==> src/rtl/lsu_pkg.sv <==
// Shared constants and types for the load/store unit: funct3 access sizes,
// bus strobe width and the FSM state encoding.
package lsu_pkg;

  localparam logic [2:0] F3_B  = 3'b000;
  localparam logic [2:0] F3_H  = 3'b001;
  localparam logic [2:0] F3_W  = 3'b010;
  localparam logic [2:0] F3_BU = 3'b100;
  localparam logic [2:0] F3_HU = 3'b101;

  localparam int unsigned STRB_W = 4;

  typedef enum logic [1:0] {
    ST_IDLE,
    ST_REQ,
    ST_RESP,
    ST_DONE
  } lsu_state_e;

endpackage

==> src/rtl/lsu_if.sv <==
// Data-memory bus between the load/store unit (master) and memory (slave):
// valid/ready request channel plus a valid-qualified response channel.
interface lsu_if;

  logic                         bus_req_valid;
  logic                         bus_req_ready;
  logic [31:0]                  bus_addr;
  logic                         bus_we;
  logic [lsu_pkg::STRB_W-1:0]   bus_wstrb;
  logic [31:0]                  bus_wdata;
  logic                         bus_rsp_valid;
  logic [31:0]                  bus_rdata;
  logic                         bus_error;

  modport master (
    output bus_req_valid, bus_addr, bus_we, bus_wstrb, bus_wdata,
    input  bus_req_ready, bus_rsp_valid, bus_rdata, bus_error
  );

  modport slave (
    input  bus_req_valid, bus_addr, bus_we, bus_wstrb, bus_wdata,
    output bus_req_ready, bus_rsp_valid, bus_rdata, bus_error
  );

endinterface

==> src/rtl/load_align.sv <==
// Shifts the addressed byte/halfword of a read word down to bit 0 and
// sign- or zero-extends it according to funct3.
module load_align
  import lsu_pkg::*;
(
  input  logic [31:0] rdata,
  input  logic [2:0]  funct3,
  input  logic [1:0]  offset,
  output logic [31:0] data
);

  logic [31:0] shifted;

  always_comb begin
    shifted = rdata >> {offset, 3'b000};
    case (funct3)
      F3_B:    data = {{24{shifted[7]}}, shifted[7:0]};
      F3_H:    data = {{16{shifted[15]}}, shifted[15:0]};
      F3_BU:   data = {24'h000000, shifted[7:0]};
      F3_HU:   data = {16'h0000, shifted[15:0]};
      default: data = shifted;
    endcase
  end

endmodule

==> src/rtl/load_store_unit.sv <==
// Turns one core load/store into a valid/ready bus transaction, stalling the
// core until it completes, faults, times out or is rejected as misaligned.
module load_store_unit
  import lsu_pkg::*;
#(
  parameter int unsigned TIMEOUT_CYCLES = 255
) (
  input  logic        clock,
  input  logic        reset,
  input  logic        mem_read,
  input  logic        mem_write,
  input  logic [2:0]  funct3,
  input  logic [31:0] address,
  input  logic [31:0] store_data,
  output logic [31:0] load_data,
  output logic        stall,
  output logic        misaligned,
  output logic        access_fault,
  lsu_if.master       bus
);

  localparam logic [7:0] TMO_LAST = 8'(TIMEOUT_CYCLES - 1);

  lsu_state_e        state, state_nxt;
  logic              op, is_store, size_ok, align_ok, legal, issue, reject, timeout;
  logic [7:0]        cnt;
  logic              drop;
  logic [2:0]        funct3_q;
  logic [1:0]        off_q;
  logic [31:0]       aligned;
  logic [STRB_W-1:0] strb_nxt;
  logic [31:0]       wdata_nxt;

  load_align u_align (
    .rdata  (bus.bus_rdata),
    .funct3 (funct3_q),
    .offset (off_q),
    .data   (aligned)
  );

  always_comb begin
    op       = mem_read | mem_write;
    is_store = mem_write;
    case (funct3)
      F3_B, F3_H, F3_W: size_ok = 1'b1;
      F3_BU, F3_HU:     size_ok = ~is_store;
      default:          size_ok = 1'b0;
    endcase
    case (funct3)
      F3_H, F3_HU: align_ok = ~address[0];
      F3_W:        align_ok = (address[1:0] == 2'b00);
      default:     align_ok = 1'b1;
    endcase
    legal = size_ok & align_ok;
    // A set misaligned pulse means the core still presents the rejected op.
    issue   = (state == ST_IDLE) & op & legal & ~drop & ~misaligned;
    reject  = (state == ST_IDLE) & op & ~legal & ~misaligned;
    timeout = (state == ST_RESP) & ~bus.bus_rsp_valid & (cnt == TMO_LAST);
    case (funct3)
      F3_B: begin
        strb_nxt  = 4'b0001 << address[1:0];
        wdata_nxt = {4{store_data[7:0]}};
      end
      F3_H: begin
        strb_nxt  = 4'b0011 << {address[1], 1'b0};
        wdata_nxt = {2{store_data[15:0]}};
      end
      default: begin
        strb_nxt  = 4'hF;
        wdata_nxt = store_data;
      end
    endcase
    if (!is_store) begin
      strb_nxt  = '0;
      wdata_nxt = '0;
    end
  end

  always_ff @(posedge clock or negedge reset) begin
    if (!reset) state <= ST_IDLE;
    else        state <= state_nxt;
  end

  always_comb begin
    state_nxt = state;
    stall     = 1'b1;
    case (state)
      ST_IDLE: begin
        stall = op & ~misaligned;
        if (issue) state_nxt = ST_REQ;
      end
      ST_REQ:  if (bus.bus_req_ready) state_nxt = ST_RESP;
      ST_RESP: if (bus.bus_rsp_valid || timeout) state_nxt = ST_DONE;
      ST_DONE: begin
        stall     = 1'b0;
        state_nxt = ST_IDLE;
      end
      default: state_nxt = ST_IDLE;
    endcase
  end

  assign bus.bus_req_valid = (state == ST_REQ);

  always_ff @(posedge clock or negedge reset) begin
    if (!reset) begin
      load_data     <= '0;
      misaligned    <= 1'b0;
      access_fault  <= 1'b0;
      bus.bus_addr  <= '0;
      bus.bus_we    <= 1'b0;
      bus.bus_wstrb <= '0;
      bus.bus_wdata <= '0;
      funct3_q      <= '0;
      off_q         <= '0;
      cnt           <= '0;
      drop          <= 1'b0;
    end else begin
      misaligned   <= reject;
      access_fault <= 1'b0;
      if (drop && bus.bus_rsp_valid) drop <= 1'b0;
      if (issue) begin
        bus.bus_addr  <= {address[31:2], 2'b00};
        bus.bus_we    <= is_store;
        bus.bus_wstrb <= strb_nxt;
        bus.bus_wdata <= wdata_nxt;
        funct3_q      <= funct3;
        off_q         <= address[1:0];
      end
      if (state == ST_RESP) begin
        if (bus.bus_rsp_valid) begin
          cnt <= '0;
          if (bus.bus_error) begin
            access_fault <= 1'b1;
            if (!bus.bus_we) load_data <= '0;
          end else if (!bus.bus_we) begin
            load_data <= aligned;
          end
        end else if (timeout) begin
          // The abandoned response may still arrive later; drop swallows it.
          cnt          <= '0;
          access_fault <= 1'b1;
          drop         <= 1'b1;
          if (!bus.bus_we) load_data <= '0;
        end else begin
          cnt <= cnt + 8'd1;
        end
      end
    end
  end

endmodule

==> src/flat_wrapper.sv <==
// flat-port wrapper written by rule: the top's interface ports become plain ports
module load_store_unit_flat import lsu_pkg::*;
#(
  parameter int unsigned TIMEOUT_CYCLES = 255
)
  (clock, reset, mem_read, mem_write, funct3, address, store_data, load_data, stall, misaligned, access_fault, bus_bus_req_valid, bus_bus_addr, bus_bus_we, bus_bus_wstrb, bus_bus_wdata, bus_bus_req_ready, bus_bus_rsp_valid, bus_bus_rdata, bus_bus_error);
  lsu_if bus_i ();
  input  logic clock;
  input  logic reset;
  input  logic mem_read;
  input  logic mem_write;
  input  logic [2:0] funct3;
  input  logic [31:0] address;
  input  logic [31:0] store_data;
  output logic [31:0] load_data;
  output logic stall;
  output logic misaligned;
  output logic access_fault;
  output wire logic [$bits(bus_i.bus_req_valid)-1:0] bus_bus_req_valid;
  output wire logic [$bits(bus_i.bus_addr)-1:0] bus_bus_addr;
  output wire logic [$bits(bus_i.bus_we)-1:0] bus_bus_we;
  output wire logic [$bits(bus_i.bus_wstrb)-1:0] bus_bus_wstrb;
  output wire logic [$bits(bus_i.bus_wdata)-1:0] bus_bus_wdata;
  input wire logic [$bits(bus_i.bus_req_ready)-1:0] bus_bus_req_ready;
  input wire logic [$bits(bus_i.bus_rsp_valid)-1:0] bus_bus_rsp_valid;
  input wire logic [$bits(bus_i.bus_rdata)-1:0] bus_bus_rdata;
  input wire logic [$bits(bus_i.bus_error)-1:0] bus_bus_error;
  assign bus_bus_req_valid = bus_i.bus_req_valid;
  assign bus_bus_addr = bus_i.bus_addr;
  assign bus_bus_we = bus_i.bus_we;
  assign bus_bus_wstrb = bus_i.bus_wstrb;
  assign bus_bus_wdata = bus_i.bus_wdata;
  assign bus_i.bus_req_ready = bus_bus_req_ready;
  assign bus_i.bus_rsp_valid = bus_bus_rsp_valid;
  assign bus_i.bus_rdata = bus_bus_rdata;
  assign bus_i.bus_error = bus_bus_error;
  load_store_unit #(.TIMEOUT_CYCLES(TIMEOUT_CYCLES)) u_core (.clock(clock), .reset(reset), .mem_read(mem_read), .mem_write(mem_write), .funct3(funct3), .address(address), .store_data(store_data), .load_data(load_data), .stall(stall), .misaligned(misaligned), .access_fault(access_fault), .bus(bus_i));
endmodule
==> config.mk <==
export PLATFORM = sky130hd
export DESIGN_NAME = load_store_unit_flat
export DESIGN_NICKNAME = d
export VERILOG_FILES = /design/src/rtl/lsu_pkg.sv /design/src/rtl/lsu_if.sv /design/src/rtl/load_align.sv /design/src/rtl/load_store_unit.sv /design/src/flat_wrapper.sv
export SDC_FILE = /design/constraint.sdc
export NUM_CORES = 1
export LEC_CHECK = 0
export ABC_AREA = 1
export BUFFER_PORTS_ARGS = -buffer_cell sky130_fd_sc_hd__buf_4
export CAP_MARGIN = 10
export CORE_UTILIZATION = 35
export CTS_BUF_LIST = sky130_fd_sc_hd__clkbuf_4 sky130_fd_sc_hd__clkbuf_8
export CTS_CLUSTER_SIZE = 25
export DETAILED_ROUTE_END_ITERATION = 7
export GPL_TIMING_DRIVEN = 0
export PLACE_DENSITY = 0.63
export SLEW_MARGIN = 20
export SYNTH_ARGS = -nofsm -noshare
export SYNTH_HDL_FRONTEND = slang
export SYNTH_SLANG_ARGS = --single-unit
export TNS_END_PERCENT = 5
==> constraint.sdc <==
create_clock -name clock -period 1.8 [get_ports clock]
set_input_delay 0.18 -clock clock [delete_from_list [all_inputs] [get_ports clock]]
set_output_delay 0.18 -clock clock [all_outputs]
set_load 0.02 [all_outputs]
==> summary.txt <==
Finish
  – Finished Core Util: between 50% and 60%
  – Final #Nets: roughly 1200
  – Share of post-route cells with drive strength above 1: 29.6%
  – Ant diodes: 0
  – Syn-to-layout area delta: 47.1%
  – # fillers: 1590
  – Post-route insts no fill: 1273

GRT
  – Vias in the first global route: just under 6000
  – Grt total ovfl: 0
  – Largest net degree at the start of global routing: 77
  – GR Util All Layers: approximately 22%
  – Global-route wire length before repair: 30000 um
  – Initial antenna violation count: 0

Place
  – Detailed placement HPWL: 13700 um
  – RePlAce Congestion: ~0.9
  – Place WS: -0.105 ns
  – Placed insts: 1201
  – PortBufs: ~210

Timing
  – Setup WS post-layout: 0.0983 ns
  – Hold WS: between 0.03 and 0.04 ns
  – Fin crit share: a little over nine tenths
  – Final setup fails: 0
  – Clock Skew: around 0.013 ns
  – Slew headroom: between 60% and 70%
  – Slew Viols, Final: 0
  – Worst-Margin Slew: ~0.59 ns
  – Final min period: 1.70 ns
  – F_max: 588 MHz
  – Final number of hold-violating endpoints: 0
  – RSZ-0062 raised after global routing: yes

Yosys
  – Synth Cell Area: 5840 um^2
  – FF+latch count, synth: 117
  – Area contributors post-synth: dfrtp_1 50%, nand2_1 24%, nand3_1 4.9%
  – Ys Warns: 0
  – Yosys top cell by area: dfrtp_1
  – Top cell type's share of synthesized area: 50.1%
  – Synth unique cells: 27
  – Seq/Total Area, Yosys: around 50%
  – Synth Area per Inst: around 7.5 um^2
  – Cells after Synth: 775

Drt
  – Routed wire per std cell: 14.6 um
  – Ratio of routed vias to standard cells: roughly 4.7
  – Final Routed Wirelength: 18600 um
  – Number of DRC markers in iteration 0: 305
  – DRC Markers: 0
  – Iteration count of the initial detailed-routing pass: 5
  – Final ANT Viol Nets: 0
  – Via Count: 5985

Die
  – Row count: 46
  – Initial Utilization: 36.3%
  – Die W: 131 um
  – Die Area: 17200 um^2
  – CORE AREA: approximately 16000 um^2
  – Die height: about 130 um
  – Io pins: 211

Worst setup path
  – Crit path DAT: between 2 and 2.5 ns
  – Crit path buf inv count: 4
  – Worst EP required: 2.18 ns
  – CP max FO: 7
  – CP peak stage delay: 0.39 ns
  – CP Capture Type: flop
  – Crit Path Category: flop to flop
  – CP max-delay cell: dfrtp_1
  – CP Launch Type: flop
  – Critical path, cell by cell: inv_2 -> ha_4 -> inv_1 -> nor2_2 -> nand2_2 -> nor2_2 -> nand2_4 -> nor2_4 -> buf_4 -> buf_4 -> nand3_1 -> nand2_1
  – CP delay by family, top: simple AND/OR/NAND/NOR gates

Clocking
  – CTS tree: yes
  – CTS Buffer Depth: 2
  – Clock root buffer: clkbuf_8
  – Total CTS buffers: 17
  – Clk slew on worst S/H paths: 0.08 ns
  – H-tree depth: 4
  – Later-pin clock latency in the skew report: 0.44 ns
  – CTS Sinks: 117

Worst hold path
  – Hold crit path type: input port to flop

Outcome
  – Status: completed

Power
  – PwrDens: 1590 nW/um^2
  – Peak supply drop: around 0.00077 V
  – Leak: 4.76 nW
  – Total Power: 13.6 mW

Run
  – MaxCap Viol Count: 0
-- worst min-delay path, cell delays in order --
cell and delay [ns]:
buf_4 0.09, o21ai_0 0.07, nand2_1 0.06, nand2_1 0.04
-- power breakdown --
part	internal (mW)	switching, mW
combinational	2.66	3.92
sequential	3.67	0.641
clock	1.56	1.18
total	7.89	5.74
-- cell usage in the layout (no fill, tap or decap), types with 2 or more instances in the layout --
master and count:
nand2_1 367, inv_6 3, nand2_2 3, nand4_1 3
buf_2 15, o22ai_1 8, clkbuf_8 18, or2_2 3
clkinvlp_4 3, o21ai_2 10, buf_6 4, nor3_1 2
nand3_2 2, clkinv_4 3, ha_1 6, clkbuf_1 7
clkbuf_4 2, buf_4 225, dlygate4sd3_1 33, o21ai_1 2
conb_1 2, nand3_1 57, xor2_1 3, a21oi_1 9
o21ai_0 52, bufinv_16 4, nor2_1 29, inv_2 5
inv_1 47, dfrtp_1 116, nor2_2 3, nor2_4 2
-- cell usage after synthesis (all sizes together) --
master,n
nand3,59
buf,32
dfrtp,117
ha,7
o21ai,64
nand4,3
nor3,2
o22ai,8
inv,53
nor3b,1
nand2,371
or2,3
xor2,3
clkbuf,7
conb,1
a21oi,10
nor2,34
-- area by class of cell --
cell class | instances | area (um^2) | share of cell area (%)
plain buffers | 39 | 248 | 2.88
clock buffers | 18 | 248 | 2.88
clock inverters | 14 | 200 | 2.33
inverters | 53 | 201 | 2.34
multi-input cells | 567 | 2520 | 29.3
flip-flops and latches | 117 | 2930 | 34.1
well taps | 216 | 270 | 3.15
repair buffers | 249 | 1980 | 23.0
-- routing by layer --
layer	track usage [%]	wire (um)	vias up
li1	-	-	2973
met1	27.0	7900	2746
met2	36.4	8700	241
met3	7.99	1590	25
met4	7.84	372	0
met5	0	0	-
-- timing repair --
action                                 in CTS  in global routing
buffers inserted                            3                  4
resized for setup                           6                 16
endpoints found under the hold margin      73                  0
hold buffers                               33                  0
cloned                                      0                  0
setup endpoints to repair                  76                 94
pin swaps                                   1                  4
-- metrics by stage --
step	area, um^2	setup TNS (ns)
after global routing	8590	0
after CTS	8530	0
after detailed placement	7710	-3.71
after global placement	7680	-2.62
final	8590	0
after floorplan	5850	0
-- kinds of logic (layout without fill, tap and decap cells) --
kind of cell	Yosys count	in the layout	synth area share, %
and+or+nand+nor	473	473	32.6
DFF	117	117	50.1
buffers and inverters	92	373	7.30
AOI/OAI and AO/OA	82	82	7.97
adders and majority gates	7	7	1.50
xor gates and xnor gates	3	3	0.450
other	1	2	0.0642
-- flip-flops by register name, indices dropped and copies added, names as in the netlist, 2 cells and up --
| register | cells |
|---|---|
| u_core.bus.bus_addr | 30 |
| u_core.load_data | 32 |
| u_core.bus.bus_wdata | 32 |
| u_core.off_q | 2 |
| u_core.cnt | 8 |
| u_core.bus.bus_wstrb | 4 |
| u_core.state | 2 |
| u_core.funct3_q | 3 |
-- final timing paths --
| path | start | endpoint | slack [ns] | cells past startpoint |
|---|---|---|---|---|
| setup / recovery | u_core.state[0] | u_core.bus.bus_wdata[11] | 0.1 | 12 |
| hold / removal | address[1] | u_core.bus.bus_wstrb[0] | 0.04 | 4 |
| setup reg to reg | u_core.state[0] | u_core.bus.bus_wdata[11] | 0.1 | 12 |
| hold reg to reg | u_core.load_data[1] | u_core.load_data[1] | 0.48 | 2 |
| max in group asynchronous | reset | u_core.cnt[1] | 0.85 | 3 |
| min in group asynchronous | reset | u_core.load_data[21] | 0.21 | 2 |
Note: power is estimated with default switching activity, not from simulation.
